===== src/rtl/alu_seq_pkg.sv =====
// Shared opcode constants, FSM state type and default width for alu_seq.
package alu_seq_pkg;

    localparam int unsigned NBYTES_DEFAULT = 4;

    localparam logic [3:0] OP_ADD    = 4'd0;
    localparam logic [3:0] OP_SUB    = 4'd1;
    localparam logic [3:0] OP_LSHIFT = 4'd2;
    localparam logic [3:0] OP_RSHIFT = 4'd3;
    localparam logic [3:0] OP_XOR    = 4'd4;
    localparam logic [3:0] OP_CMP    = 4'd5;
    localparam logic [3:0] OP_AND    = 4'd6;
    localparam logic [3:0] OP_NAND   = 4'd7;
    localparam logic [3:0] OP_OR     = 4'd8;
    localparam logic [3:0] OP_NOR    = 4'd9;

    typedef enum logic [1:0] {
        ST_IDLE,
        ST_ISSUE,
        ST_DONE
    } state_e;

    function automatic logic msb_first(input logic [3:0] op);
        return (op == OP_RSHIFT) || (op == OP_CMP);
    endfunction

    function automatic logic is_known(input logic [3:0] op);
        return op <= OP_NOR;
    endfunction

    function automatic logic is_chained(input logic [3:0] op);
        return (op == OP_ADD) || (op == OP_SUB) || (op == OP_LSHIFT) || (op == OP_RSHIFT);
    endfunction

endpackage


===== src/rtl/alu_seq_bytesel.sv =====
// Maps the issue counter to a byte index (LSB- or MSB-first by opcode)
// and extracts the matching operand bytes.
module alu_seq_bytesel
    import alu_seq_pkg::*;
#(
    parameter int unsigned NBYTES = NBYTES_DEFAULT,
    parameter int unsigned CW     = (NBYTES > 1) ? $clog2(NBYTES) : 1
) (
    input  logic [3:0]          i_op,
    input  logic [CW-1:0]       i_cnt,
    input  logic [8*NBYTES-1:0] i_a,
    input  logic [8*NBYTES-1:0] i_b,
    output logic [CW-1:0]       o_idx,
    output logic [7:0]          o_a_byte,
    output logic [7:0]          o_b_byte
);

    logic [CW-1:0] w_idx;

    always_comb begin
        w_idx    = msb_first(i_op) ? (CW'(NBYTES - 1) - i_cnt) : i_cnt;
        o_idx    = w_idx;
        o_a_byte = i_a[8*int'(w_idx) +: 8];
        o_b_byte = i_b[8*int'(w_idx) +: 8];
    end

endmodule


===== src/rtl/alu_seq.sv =====
// Multi-byte operation sequencer around an external 8-bit ALU.
// Optional feature: define ALU_SEQ_STATS_EN to enable the op_count counter.
module alu_seq
    import alu_seq_pkg::*;
#(
    parameter int unsigned NBYTES = NBYTES_DEFAULT
) (
    input  logic                clk,
    input  logic                rst_n,
    input  logic                req_valid,
    output logic                req_ready,
    input  logic [3:0]          req_op,
    input  logic [8*NBYTES-1:0] req_a,
    input  logic [8*NBYTES-1:0] req_b,
    input  logic                req_cin,
    output logic [7:0]          alu_opa,
    output logic [7:0]          alu_opb,
    output logic [3:0]          alu_opcode,
    output logic                alu_cin,
    input  logic [7:0]          alu_res,
    input  logic                alu_cout,
    output logic                rsp_valid,
    input  logic                rsp_ready,
    output logic [8*NBYTES-1:0] rsp_data,
    output logic                rsp_cout,
    output logic [15:0]         op_count
);

    localparam int unsigned W  = 8 * NBYTES;
    localparam int unsigned CW = (NBYTES > 1) ? $clog2(NBYTES) : 1;

    state_e        r_state;
    state_e        w_next;
    logic [3:0]    r_op;
    logic [W-1:0]  r_a;
    logic [W-1:0]  r_b;
    logic [CW-1:0] r_cnt;
    logic          r_carry;
    logic [W-1:0]  r_data;

    logic [CW-1:0] w_idx;
    logic [7:0]    w_abyte;
    logic [7:0]    w_bbyte;
    logic          w_last;

    alu_seq_bytesel #(.NBYTES(NBYTES), .CW(CW)) u_bytesel (
        .i_op     (r_op),
        .i_cnt    (r_cnt),
        .i_a      (r_a),
        .i_b      (r_b),
        .o_idx    (w_idx),
        .o_a_byte (w_abyte),
        .o_b_byte (w_bbyte)
    );

    // CMP stops early on the first non-equal byte; unknown opcodes take one cycle.
    always_comb begin
        w_last = 1'b0;
        if (!is_known(r_op))
            w_last = 1'b1;
        else if ((r_op == OP_CMP) && (alu_res != 8'h01))
            w_last = 1'b1;
        else if (r_cnt == CW'(NBYTES - 1))
            w_last = 1'b1;
    end

    always_comb begin
        w_next = r_state;
        case (r_state)
            ST_IDLE:  if (req_valid) w_next = ST_ISSUE;
            ST_ISSUE: if (w_last)    w_next = ST_DONE;
            ST_DONE:  if (rsp_ready) w_next = ST_IDLE;
            default:  w_next = ST_IDLE;
        endcase
    end

    always_comb begin
        alu_opa    = '0;
        alu_opb    = '0;
        alu_opcode = '0;
        alu_cin    = 1'b0;
        if (r_state == ST_ISSUE) begin
            alu_cin    = r_carry;
            alu_opcode = (r_op == OP_SUB) ? OP_ADD : r_op;
            case (r_op)
                OP_SUB: begin
                    alu_opa = w_abyte;
                    alu_opb = ~w_bbyte;
                end
                OP_LSHIFT: alu_opa = w_abyte;
                OP_RSHIFT: alu_opb = w_abyte;
                default: begin
                    alu_opa = w_abyte;
                    alu_opb = w_bbyte;
                end
            endcase
        end
    end

    always_ff @(posedge clk or negedge rst_n) begin
        if (!rst_n) begin
            r_state <= ST_IDLE;
            r_op    <= '0;
            r_a     <= '0;
            r_b     <= '0;
            r_cnt   <= '0;
            r_carry <= 1'b0;
            r_data  <= '0;
        end else begin
            r_state <= w_next;
            case (r_state)
                ST_IDLE: begin
                    if (req_valid) begin
                        r_op    <= req_op;
                        r_a     <= req_a;
                        r_b     <= req_b;
                        r_cnt   <= '0;
                        r_data  <= '0;
                        r_carry <= (req_op == OP_SUB) ? 1'b1 :
                                   is_chained(req_op) ? req_cin : 1'b0;
                    end
                end
                ST_ISSUE: begin
                    r_cnt <= r_cnt + CW'(1);
                    if (is_chained(r_op))
                        r_carry <= alu_cout;
                    if (r_op == OP_CMP) begin
                        if (w_last)
                            r_data <= {{(W-8){1'b0}}, alu_res};
                    end else if (is_known(r_op)) begin
                        r_data[8*int'(w_idx) +: 8] <= alu_res;
                    end
                end
                default: ;
            endcase
        end
    end

    assign req_ready = (r_state == ST_IDLE);
    assign rsp_valid = (r_state == ST_DONE);
    assign rsp_data  = r_data;
    assign rsp_cout  = r_carry;

`ifdef ALU_SEQ_STATS_EN
    logic [15:0] r_op_count;

    always_ff @(posedge clk or negedge rst_n) begin
        if (!rst_n)
            r_op_count <= '0;
        else if ((r_state == ST_DONE) && rsp_ready && (r_op_count != 16'hFFFF))
            r_op_count <= r_op_count + 16'd1;
    end

    assign op_count = r_op_count;
`else
    assign op_count = '0;
`endif

endmodule


===== config.mk =====
export PLATFORM = sky130hd
export DESIGN_NAME = alu_seq
export DESIGN_NICKNAME = d
export VERILOG_FILES = /design/src/rtl/alu_seq_pkg.sv /design/src/rtl/alu_seq_bytesel.sv /design/src/rtl/alu_seq.sv
export SDC_FILE = /design/constraint.sdc
export NUM_CORES = 1
export LEC_CHECK = 0
export ABC_AREA = 1
export CAP_MARGIN = 20
export CORE_ASPECT_RATIO = 1.5
export CORE_UTILIZATION = 49
export DETAILED_ROUTE_END_ITERATION = 8
export GPL_ROUTABILITY_DRIVEN = 0
export MAX_ROUTING_LAYER = met4
export PLACE_DENSITY = 0.81
export SETUP_SLACK_MARGIN = 0.2
export SLEW_MARGIN = 20
export SYNTH_ARGS = -nofsm -noshare
export SYNTH_HDL_FRONTEND = slang
export SYNTH_SLANG_ARGS = --single-unit

===== constraint.sdc =====
create_clock -name clk -period 2.55 [get_ports clk]
set_input_delay 0.51 -clock clk [delete_from_list [all_inputs] [get_ports clk]]
set_output_delay 0.51 -clock clk [all_outputs]
set_load 0.02 [all_outputs]

**After elaboration in Yosys (flattened, before gate mapping)**

Index checks and enable logic that the tools add are counted.

- Register bits: 105
- Output and inout bits: 72
- Logic and storage cells: 78

- Add/sub/neg operators: 3
- Order comparisons: 1
- Eq/ne operators: 17
- Shift-type cells: 4
- Mux-type cells: 28
- Bitwise operators: 1
- Reduce and logical (&&, ||, !) cells: 17

Operators by type and width:

| kind | count |
|---|---|
| 32-bit 2-to-1 mux | 4 |
| 32-bit case mux with 2 select lines | 1 |
| 32-bit by 6-bit variable part select with 8-bit output | 2 |
| 5-bit negation with 33-bit output | 1 |
| 8-bit by 33-bit variable shift with 32-bit output, first input constant | 1 |
| 8-bit by 33-bit variable part select with 32-bit output | 1 |
| 32-bit bitwise mux | 1 |
| 8-bit 2-to-1 mux | 3 |
| 8-bit case mux with 3 select lines | 1 |
| 4-bit by 2-bit equality test with 1-bit output, second input constant | 4 |
| 2-bit 2-to-1 mux | 5 |
| 4-bit by 1-bit equality test with 1-bit output, second input constant | 2 |
| 4-bit logical NOT | 2 |
| 1-bit 2-to-1 mux | 8 |
| 4-bit 2-to-1 mux | 2 |
| 8-bit by 1-bit != test with 1-bit output, second input constant | 1 |
| 8-bit NOT | 1 |
| 1-bit logical OR | 7 |
| 3-bit != test, second input constant | 2 |
| 2-bit case mux with 3 select lines | 1 |
| 3-bit AND reduction | 2 |
| 2-bit equality test, second input constant | 2 |
| 4-bit by 3-bit equality test with 1-bit output, second input constant | 1 |
| 4-bit <= comparator, second input constant | 1 |
| 12 further kinds | 15 |

**Longest topological paths before layout**

Gate-level depths: netlist (run 1).

- Word-level depth: 9
- Depth in mapped cells: 14

**Modules after synthesis**

Synthesis (run 1) repeated with hierarchy kept, for this count alone.

- Cells, all modules: 725
- Area, all modules: 6,162.2 um^2

Modules (own cells, without submodules):

| module | times used | cells an instance | area an instance (um^2) | seq. area each (um^2) |
|---|---|---|---|---|
| alu_seq | 1 | 538 | 5,088.6 | 2,627.5 |
| alu_seq_bytesel | 1 | 187 | 1,073.5 | 0.0 |

**Worst setup path before layout (run 1)**

No wires, ideal clock.

- Path kind: register to output
- Start point: register r_op[1]
- End point: output port alu_opb[1]
- Arrival: 1,697 ps
- Required time: 2,040 ps
- Path slack: 343 ps
- Stages on the path, launching flop included: 15
- Path buffers: 1
- Cells stage by stage: dfrtp_1 > nand2_2 > clkinv_4 > nand2_2 > nand2_8 > nand2_1 > buf_2 > nand3_1 > nand2_1 > nand2_1 > nand2_1 > nand2_1 > nand3_1 > nand2_1 > inv_1

- Cells in the longest elaborated chain, start to end: 7

Ends and longest elaborated chain:

| item | RTL line | text |
|---|---|---|
| start, declared | alu_seq.sv:34 | `logic [3:0] r_op;` |
| start signal, assigned | alu_seq.sv:114 | `r_op <= req_op;` |
| 4-bit by 2-bit equality test with 1-bit output or 4-bit by 3-bit equality test with 1-bit output (tied branches) | alu_seq_pkg.sv:24, alu_seq.sv:85 |  |
| 1-bit logical OR | alu_seq_pkg.sv:24 | `return (op == OP_RSHIFT) \|\| (op == OP_CMP);` |
| 2-bit 2-to-1 mux | alu_seq_bytesel.sv:21 | `w_idx = msb_first(i_op) ? (CW'(NBYTES - 1) - i_cnt) : i_cnt;` |
| 32-bit by 6-bit variable part select with 8-bit output | alu_seq_bytesel.sv:24 | `o_b_byte = i_b[8*int'(w_idx) +: 8];` |
| 8-bit NOT | alu_seq.sv:88 | `alu_opb = ~w_bbyte;` |
| 8-bit case mux with 3 select lines (*) | alu_seq.sv:85 | `case (r_op)` |
| 8-bit 2-to-1 mux (*) | alu_seq.sv:82 | `if (r_state == ST_ISSUE) begin` |
| end, declared | alu_seq.sv:17 | `output logic [7:0] alu_opb,` |

Every way passes the cells marked *; elsewhere a longest branch is shown, timed or not.

**Final worst setup path (run 1)**

- Start point: register r_op[2]
- End point: output port alu_opb[7]

The elaborated chain is that of the path after synthesis.

==> impl_metrics.ini, run 1 <==
[cts]
root_buffer = clkbuf_16
cts_buffers = 9
insertion_delay_ns = 0.35
ctsLongestPathBuffers = 2
cts_tree = done
cts.sinks = 105
clk_pin_slew_ns = 0.07
cts_hold_buf = 0
htreeDepth = 3

[detailed_routing]
viasPerCell = 5.522
wl_per_cell_um = 16.64
ant_nets = 0
drc_errors = 0
drtPass1Iterations = 5
dr_total_vias = 5710
routed_wl_um = 17210
drt_iter0_markers = 433

[critical_path]
arrival_ns = 2.37
reg2reg_depth = 13
worst_setup_path_end_kind = output port
rrSetupSlack_ns = 0.33
cp_max_fo = 8
crit_required_ns = 2.04
worstSetupPathType = reg -> out
rr_startpoint = r_op[2]
start_kind = flop
r2r-end = rsp_data[17]

[global_routing]
grt_max_degree = 131
grt_pass1_vias = 5585
grt_antenna_before_repair = 0
overflow = 0
grt_pass1_wl_um = 25350
grt.total_usage_pct = 28.97

[yosys]
ys_seq_area_share_pct = 47.33
syn_area_um2 = 5552
yosys.cell_types.count = 33
ys_seq_elements = 105
synth.area.top_cells = dfrtp_1 (47%), nand2_1 (11%), nand3_1 (7.0%)
netlist_instances = 723
synth_top_area_cell = dfrtp_1
ys_warn_count = 0
yosysTopAreaCellShare_pct = 47.33
syn_avg_cell_area_um2 = 7.679

[sta]
grt_setup_unrepaired = yes
maxSlewHeadroom_pct = 60.76
tns_ns = -2.617
post-route-min-period_ns = 2.877
fin_skew_ns = 0.008832
hold_viol_final = 0
min_period_over_period_pct = 112.8
setup_violations = 16
timing.final.ws_setup_ns = -0.3267
worst_slew_pin_slew_ns = 0.5872
fmax_mhz = 347.6
maxSlewViolCount = 0

[floorplanning]
core_region_area_um2 = 11060
ios = 154
die-area_um2 = 11770
initial_core_util_pct = 50.22
std_cell_rows = 47
die_h_um = 132.4
die_w_um = 88.91

[power_and_ir_drop]
ir_worst_vdd_mv = 0.8623
leakage_uw = 0.003941
finalPower_uw = 10990
p_per_area_nw_per_um2 = 1356

[layout]
diodes = 0
design_area_um2 = 8108
final_common_cell = nand2_1
final_cell_mix = nand2_1 (120), clkdlybuf4s50_1 (115), dfrtp_1 (102), inv_1 (81), nor2_1 (79)
area_delta_synth_final_pct = 46.04
fin_nets = 965
drive_gt1_share_pct = 21.20
multi_input_area_um2 = 2726
fill_cells = 792
regArea_um2 = 2631

[place]
dpl_worst_slack_ns = -0.2413
io_buffers = 137
hpwl_um = 11090
placed_area_um2 = 7206

[worst_hold_path]
hold_path_class = in -> async

[run]
cap_violations = 0

[run_status]
violations = setup timing
outcome = complete, but fails checks
## metrics by stage
| step | util [%] | hold WS, ns | instances |
|---|---|---|---|
| 2_1_floorplan | - | 0.2144 | 738 |
| 3_3_place_gp | 65.18 | 0.4641 | 1001 |
| 3_5_place_dp | 65.18 | 0.4669 | 1001 |
| 4_1_cts | 70.50 | 0.1564 | 1026 |
| 5_1_grt | 73.34 | 0.1877 | 1034 |
| 6_report | 73.34 | 0.1402 | 1034 |
## flip-flops by register name, indices dropped and copies added (netlist names)
register,flops
r_cnt,2
r_state,2
r_op,4
r_a,32
r_b,32
rsp_data,32
rsp_cout,1
## worst max-delay path: stages (launching register included)
cell and delay (ns):
dfrtp_2 0.45, nor2_4 0.18, buf_4 0.14, buf_4 0.10
inv_1 0.07, a21oi_1 0.25, inv_1 0.27, a21oi_1 0.29
nand2_2 0.10, inv_2 0.06, buf_6 0.10
## power by group
| part | internal, µW | switching [µW] |
|---|---|---|
| Clock | 765 | 630 |
| Combinational | 2770 | 4220 |
| Sequential | 2310 | 303 |
## final cells by class
cell class / count / area share [%]
inverters: 90 / 4.275
flip-flops and latches: 105 / 32.45
well taps: 147 / 2.269
repair buffers: 181 / 23.72
clock inverters: 6 / 0.8333
clock buffers: 10 / 2.824
multi-input cells: 495 / 33.63
## cell families after synthesis
family	share of synthesized area, %
AOI/OAI and AO/OA	10.44
and+or+nand+nor	28.15
buffers and inverters	11.18
muxes	1.623
adders and majority gates	0.2253
xor gates and xnor gates	0.9916
other	0.06755
DFF	47.33
## what timing repair did
item                                    4_1_cts  5_1_grt
gates resized for setup                     156       61
cloned                                        2        2
setup buffers                                 7        6
pin swaps                                    24       19
endpoints found under the setup margin       21       35
## cells in the mapped netlist
library cell	instances
o21ai_1	10
buf_4	18
nand2_8	1
o21ai_4	1
nor2_2	1
xor2_4	2
nor2_1	89
buf_2	12
mux2_2	8
nor4_1	1
nand3b_1	8
buf_1	1
nand2_2	6
nand2_4	3
inv_1	87
nor3_4	1
dfrtp_1	105
nand4_1	2
clkinv_4	1
nand3_2	1
nor3_2	1
o21ai_0	21
clkbuf_1	15
inv_2	2
conb_1	1
nand3_1	78
nand2_1	164
nor3_1	2
buf_6	2
o31ai_1	1
a21oi_1	73
ha_1	1
o21ai_2	4
## per-layer routing
metal	wire, µm	global-route usage (%)	up-vias
met5	0	-	-
met4	1075	20.52	0
met3	1023	2.880	96
met2	9070	49.83	327
met1	6039	29.90	2712
li1	-	-	2575
## worst max-delay path by stage
stage / start / to / slack (ns) / cells after the start
global route: r_op[2] / alu_opb[7] / -0.36 / 10
detailed placement: r_op[1] / alu_opb[6] / -0.24 / 14
finish: r_op[2] / alu_opb[7] / -0.33 / 10
global placement: r_op[1] / alu_opb[5] / -0.21 / 14
CTS: r_op[3] / alu_opb[0] / -0.15 / 14
floorplan: r_op[1] / alu_opb[1] / 0.34 / 14
Power figures use the tool's default switching activity.
==> inputs of run 2 (changes only) <==
--- a/config.mk
+++ b/config.mk
@@ -8,12 +8,13 @@
 export ABC_AREA = 1
 export CAP_MARGIN = 20
 export CORE_ASPECT_RATIO = 1.5
-export CORE_UTILIZATION = 49
+export CORE_UTILIZATION = 36
 export DETAILED_ROUTE_END_ITERATION = 8
 export GPL_ROUTABILITY_DRIVEN = 0
 export MAX_ROUTING_LAYER = met4
-export PLACE_DENSITY = 0.81
+export PLACE_DENSITY = 0.63
 export SETUP_SLACK_MARGIN = 0.2
+export SKIP_CTS_REPAIR_TIMING = 1
 export SLEW_MARGIN = 20
 export SYNTH_ARGS = -nofsm -noshare
 export SYNTH_HDL_FRONTEND = slang
==> impl_metrics.ini, run 2 (synthesis results as in run 1) <==
[detailed_routing]
dr_total_vias = 5045
ant_nets = 0
drtPass1Iterations = 4
wl_per_cell_um = 14.36
viasPerCell = 4.676
routed_wl_um = 15500
drc_errors = 0
drt_iter0_markers = 223

[critical_path]
cpMostUsedCell = nand2_1
crit_required_ns = 2.04
worst_setup_path_end_kind = output port
arrival_ns = 2.13
worstSetupPathType = reg -> out
rrSetupSlack_ns = 0.42
crit_chain = inv_2 -> nor2_4 -> nand2_4 -> nand2_8 -> nand2_4 -> buf_12 -> nand3b_1 -> nand2_1 -> nand2_1 -> nand2_1 -> a21oi_1 -> nand2_2 -> inv_1 -> buf_4
cp_max_fo = 12
crit_family = simple AND/OR/NAND/NOR gates
path_buf_inv = 4
rr_startpoint = r_op[1]
start_kind = flop
crit_path_max_incr_delay_ns = 0.41
cpMaxStageDelayCell = dfrtp_1
crit_start = r_op[2]

[floorplanning]
ios = 154
die_w_um = 103.4
initial_core_util_pct = 36.84
core_region_area_um2 = 15070
std_cell_rows = 55
die-area_um2 = 15930
die_h_um = 154.1

[layout]
final_common_cell = nand2_1
drive_gt1_share_pct = 15.57
final_core_util_pct = 51.96
final_cell_mix = nand2_1 (151), clkdlybuf4s50_1 (115), dfrtp_1 (104), inv_1 (87), nor2_1 (78)
design_area_um2 = 7831
fin_nets = 958
diodes = 0
area_delta_synth_final_pct = 41.06
fill_cells = 1492

[sta]
hold_viol_final = 0
fin_skew_ns = 0.009858
setup_violations = 9
timing.final.ws_setup_ns = -0.08830
maxSlewViolCount = 0
post-route-min-period_ns = 2.638
fmax_mhz = 379.0
maxSlewHeadroom_pct = 63.94
min_period_over_period_pct = 103.5
grt_setup_unrepaired = yes
worst_slew_pin_slew_ns = 0.5409

[global_routing]
grt.total_usage_pct = 20.29
grt_pass1_wl_um = 24030
grt_pass1_vias = 4807
overflow = 0
grt_max_degree = 131
grt_antenna_before_repair = 0

[run_status]
violations = setup timing
outcome = complete, but fails checks

[cts]
cts.sinks = 105
cts_tree = done
clk_pin_slew_ns = 0.08
htreeDepth = 3
insertion_delay_ns = 0.35
root_buffer = clkbuf_16
cts_buffers = 9
ctsLongestPathBuffers = 2

[power_and_ir_drop]
p_per_area_nw_per_um2 = 1248
leakage_uw = 0.003910
ir_worst_vdd_mv = 0.6145

[place]
io_buffers = 137
hpwl_um = 11500
dpl_worst_slack_ns = -0.2081
placed_area_um2 = 7283

[worst_hold_path]
hold_path_class = in -> async

[run]
cap_violations = 0
-- run 2: changes by cell type in the layout (fill, tap and decap cells not counted), sizes merged --
cell / before / now
clkinv: 3 / 4
clkbuf: 12 / 11
clkinvlp: 3 / 0
dlymetal6s2s: 0 / 5
dlygate4sd2: 4 / 0
inv: 89 / 91
buf: 60 / 53
-- run 2: cell type report --
cell class | count | area (µm²) | area share (%)
flip-flops and latches | 105 | 2629 | 33.57
inverters | 90 | 342.8 | 4.378
multi-input cells | 495 | 2530 | 32.31
clock inverters | 6 | 72.57 | 0.9267
repair buffers | 174 | 1769 | 22.59
clock buffers | 10 | 239.0 | 3.052
well taps | 199 | 249.0 | 3.179
-- run 2: path summary, 6_finish.rpt --
path | to | depth (start not counted)
hold / removal | r_a[12] | 1
min in group clk | rsp_data[2] | 2
max in group asynchronous | rsp_data[28] | 2
hold reg to reg | rsp_data[2] | 2
setup / recovery | alu_opb[4] | 14
setup reg to reg | rsp_data[24] | 15
-- run 2: report_power, final --
| part | internal, µW | switching [µW] |
|---|---|---|
| Sequential | 2300 | 256 |
| Combinational | 2250 | 3520 |
| Clock | 801 | 653 |
| Total | 5350 | 4430 |
-- run 2: stage by stage --
step	power, µW	setup TNS [ns]	hold WS, ns	instances
finish	9776	-0.5540	0.09304	1079
global route	10510	-2.088	0.1189	1079
CTS	9407	-8.875	0.1142	1074
detailed placement	7929	-2.413	0.4698	1058
global placement	7875	-2.111	0.4665	1058
floorplan	5981	0	0.2144	738
-- run 2: per-layer routing --
metal | up-vias | share of wire, % | global-route usage [%]
met2 | 129 | 53 | 35.19
met5 | - | 0 | -
met3 | 12 | 4.3 | 2.545
li1 | 2568 | - | -
met4 | 0 | 1.1 | 5.433
met1 | 2336 | 42 | 24.35
==> inputs of run 3 (changes only) <==
--- a/config.mk
+++ b/config.mk
@@ -7,12 +7,12 @@
 export LEC_CHECK = 0
 export ABC_AREA = 1
 export CAP_MARGIN = 20
-export CORE_ASPECT_RATIO = 1.5
+export CORE_ASPECT_RATIO = 0.6
 export CORE_UTILIZATION = 36
 export DETAILED_ROUTE_END_ITERATION = 8
 export GPL_ROUTABILITY_DRIVEN = 0
 export MAX_ROUTING_LAYER = met4
-export PLACE_DENSITY = 0.63
+export PLACE_DENSITY = 0.68
 export SETUP_SLACK_MARGIN = 0.2
 export SKIP_CTS_REPAIR_TIMING = 1
 export SLEW_MARGIN = 20
==> impl_metrics.ini, run 3 (synthesis results as in run 1) <==
[layout]
fill_cells = 1413
diodes = 0
final_cell_mix = nand2_1 (146), clkdlybuf4s50_1 (115), dfrtp_1 (104), inv_1 (86), nor2_1 (84)
area_delta_synth_final_pct = 41.24
final_common_cell = nand2_1
multi_input_area_um2 = 2509
regArea_um2 = 2629
fin_nets = 957
drive_gt1_share_pct = 15.36

[place]
io_buffers = 137
hpwl_um = 11750
dpl_worst_slack_ns = -0.2300

[power_and_ir_drop]
ir_worst_vdd_mv = 0.6763
p_per_area_nw_per_um2 = 1264
finalPower_uw = 9911
leakage_uw = 0.003947

[cts]
cts_tree = done
cts_buffers = 9
clk_pin_slew_ns = 0.08
root_buffer = clkbuf_16
htreeDepth = 3
insertion_delay_ns = 0.35
ctsLongestPathBuffers = 2
cts.sinks = 105

[global_routing]
overflow = 0
grt_pass1_vias = 4742
grt_pass1_wl_um = 25320
grt_max_degree = 131
grt.total_usage_pct = 20.84
grt_antenna_before_repair = 0

[sta]
fin_skew_ns = 0.006127
setup_violations = 11
timing.final.ws_setup_ns = -0.1355
maxSlewHeadroom_pct = 58.90
post-route-min-period_ns = 2.686
tns_ns = -0.7839
worst_slew_pin_slew_ns = 0.6166
grt_setup_unrepaired = yes
min_period_over_period_pct = 105.3
maxSlewViolCount = 0
hold_viol_final = 0
fmax_mhz = 372.4
holdWs_ns = 0.1653

[floorplanning]
die_w_um = 162.3
std_cell_rows = 34
initial_core_util_pct = 37.61
ios = 154
core_region_area_um2 = 14760
die_h_um = 98.19
die-area_um2 = 15940

[detailed_routing]
ant_nets = 0
viasPerCell = 4.753
dr_total_vias = 5119
routed_wl_um = 16010
drtPass1Iterations = 5
wl_per_cell_um = 14.87
drt_iter0_markers = 337
drc_errors = 0

[critical_path]
arrival_ns = 2.18
cp_max_fo = 6
worst_setup_path_end_kind = output port
worstSetupPathType = reg -> out
start_kind = flop
crit_required_ns = 2.04

[run_status]
violations = setup timing
outcome = complete, but fails checks

[run]
cap_violations = 0

[worst_hold_path]
hold_path_class = in -> async
run 3: cell count changes in the layout (fill, tap and decap cells not counted), moves of 4 or more:
cell and delta:
nor2_1 +6, nand2_1 -5, buf_4 -8, nor2_2 -5, buf_2 +4, nand2_4 +5
run 3: power by group:
part | internal, µW | switching, µW | leakage (µW)
combinational | 2300 | 3590 | 0.00254
clock | 802 | 659 | 0.000150
sequential | 2300 | 258 | 0.00126
run 3: final cells by class:
type	instances	area share, %
inverters	90	4.372
clock inverters	6	0.9255
well taps	198	3.159
repair buffers	173	22.98
clock buffers	10	3.048
flip-flops and latches	105	33.52
multi-input cells	495	31.99
run 3: worst max-delay path, stage by stage (launching register included):
cell	delay, ns
dfrtp_1	0.42
inv_2	0.08
nor2_4	0.12
nand2_4	0.10
nand2_8	0.13
xor2_4	0.27
buf_6	0.17
nand2_1	0.07
nand3_1	0.12
nand3_1	0.10
nand2_1	0.08
inv_1	0.05
buf_6	0.12
run 3: routing by layer:
| metal | global-route usage (%) | vias up | share of wire (%) |
|---|---|---|---|
| met5 | - | - | 0 |
| met3 | 5.353 | 14 | 7.3 |
| met4 | 2.975 | 0 | 0.71 |
| li1 | - | 2556 | - |
| met1 | 32.77 | 2376 | 53 |
| met2 | 26.40 | 173 | 39 |
run 3: worst paths after layout:
| path | startpoint | endpoint | slack (ns) | cells after the start |
|---|---|---|---|---|
| setup / recovery | r_op[2] | alu_opb[5] | -0.14 | 12 |
| setup reg to reg | r_state[1] | rsp_data[21] | 0.48 | 12 |
| hold reg to reg | rsp_data[6] | rsp_data[6] | 0.48 | 2 |
| hold / removal | rst_n | r_a[25] | 0.17 | 1 |
| max in group asynchronous | rst_n | rsp_data[26] | 1.62 | 2 |
| min in group clk | rsp_data[6] | rsp_data[6] | 0.48 | 2 |
run 3: per-stage QoR:
step           util (%)  cells  instance area (µm²)
2_1_floorplan         -    738                 5608
5_1_grt           53.12   1077                 7841
3_5_place_dp      49.45   1056                 7300
3_3_place_gp      49.45   1056                 7300
4_1_cts           51.56   1072                 7611
6_report          53.12   1077                 7841
==> patch, RTL diff (settings of run 1) <==
Re-encode `state_e` (3 states) as one-hot, 3 bits wide.
--- a/src/rtl/alu_seq_pkg.sv
+++ b/src/rtl/alu_seq_pkg.sv
@@ -16,6 +16,6 @@
 
-    typedef enum logic [1:0] {
-        ST_IDLE,
-        ST_ISSUE,
-        ST_DONE
+    typedef enum logic [2:0] {
+        ST_IDLE  = 3'b001,
+        ST_ISSUE = 3'b010,
+        ST_DONE  = 3'b100
     } state_e;
Function: same outputs for any inputs over 4 cycles, from zero or initial values and one cycle with rst_n low; so few cycles prove little.
==> patch against run 1 <==
  * The run still ends with negative setup slack left
  * Final cell count grew 0.77%
  * Global-route usage grew 2.9 points
  * Synthesized area shrank 0.14%
  * Sequential cell count increased by 1
  * Combinational power down 5.4%
  * Cell area grew 0.96%
  * Total power decreased by 3.1%
  * Worst setup slack got worse by 0.0073 ns
  * Routed wire length is 5.0% higher
  * Clock skew down 0.0058 ns
  * Critical endpoint is now alu_opb[2]
  * Largest power group unchanged
==> patch: results (changes against run 1) <==
Status
  • Status: finished with violations (unchanged)
  • Failing checks: negative setup slack (unchanged)

Setup path
  • Crit-path max cell delay: 0.40 ns (was 0.45 ns)
  • Worst reg2reg setup slack: 0.40 ns (was 0.33 ns)
  • Reg2reg end: rsp_data[20] (was rsp_data[17])
  • Reg-to-reg startpoint: r_op[1] (was r_op[2])
  • Worst Path Max Fanout: 12 (was 8)
  • Critical-path top delay cell: dfrtp_1 (was dfrtp_2)
  • Crit path launch: r_op[0] (was r_op[2])

Global routing
  • GRT met1 Usage: 34.1% (was 29.9%)
  • GRT met3 Usage: 3.69% (was 2.88%)
  • GRT Overall Usage: 31.8% (was 29.0%)

Place
  • Placement Setup Slack: -0.270 ns (was -0.241 ns)
  • Placed cell areas: 7200 µm² (was 7210 µm²)

Power
  • Seq power: 2560 µW (was 2610 µW)
  • Clock power frac: 13.9% (was 12.7%)
  • Leak Pwr: 0.00400 µW (was 0.00394 µW)
  • Pwr Total: 10700 µW (was 11000 µW)

Routing
  • Vias post-DR: 5796 (was 5710)
  • Metal-1 WL: 5.96 mm (was 6.04 mm)
  • Met3 routed WL: 1.43 mm (was 1.02 mm)
  • Met2 routed WL: 9.49 mm (was 9.07 mm)
  • DR vias/cell: 5.56 (was 5.52)
  • Drt first-iter violations: 441 (was 433)

Timing
  • Actual slew at the worst max-slew pin: 0.567 ns (was 0.587 ns)
  • Final worst setup slack: -0.334 ns (was -0.327 ns)
  • Final setup violation count: 15 (was 16)
  • Setup tns final: -2.12 ns (was -2.62 ns)
  • Hold WS: 0.0559 ns (was 0.140 ns)

Yosys
  • Post-synth top cells: 166 x nand2_1, 105 x dfrtp_1, 91 x inv_1 (was 164 x nand2_1, 105 x dfrtp_1, 89 x nor2_1)
  • Synth cell types: 30 (was 33)

Final layout
  • Final instance area: 8190 µm² (was 8110 µm²)
  • Fill cells: 767 (was 792)
  • Share of cells above drive strength 1: 20.3% (was 21.2%)
  • Layout net count: 973 (was 965)

CTS
  • Resized Gates After CTS: 161 (was 156)
[patch: cell types whose count changed in the layout (fill, tap and decap cells not counted), moves of 4 or more]
cell / before / now
nand3_2: 11 / 22
nand2_4: 20 / 5
nand2_1: 120 / 129
buf_4: 29 / 25
nand3_1: 67 / 58
inv_1: 81 / 87
[patch: kinds of logic (layout without fill, tap and decap cells)]
kind of cell	count (synthesis)	after routing	synth area share, %
xor gates and xnor gates	2	2	0.993
other	1	16	0.0676
DFF	106	106	47.9
AOI/OAI and AO/OA	109	109	10.1
adders and majority gates	1	1	0.226
buffers and inverters	142	293	11.2
and+or+nand+nor	360	360	27.9
muxes	8	8	1.62
[patch: layout make-up]
type / count / area share (%)
clock inverter: 3 / 0.795
clock buffer: 13 / 3.06
sequential: 106 / 32.4
timing repair buffer: 183 / 24.4
tap: 147 / 2.25
multi-input combinational: 496 / 32.7
inverter: 94 / 4.34
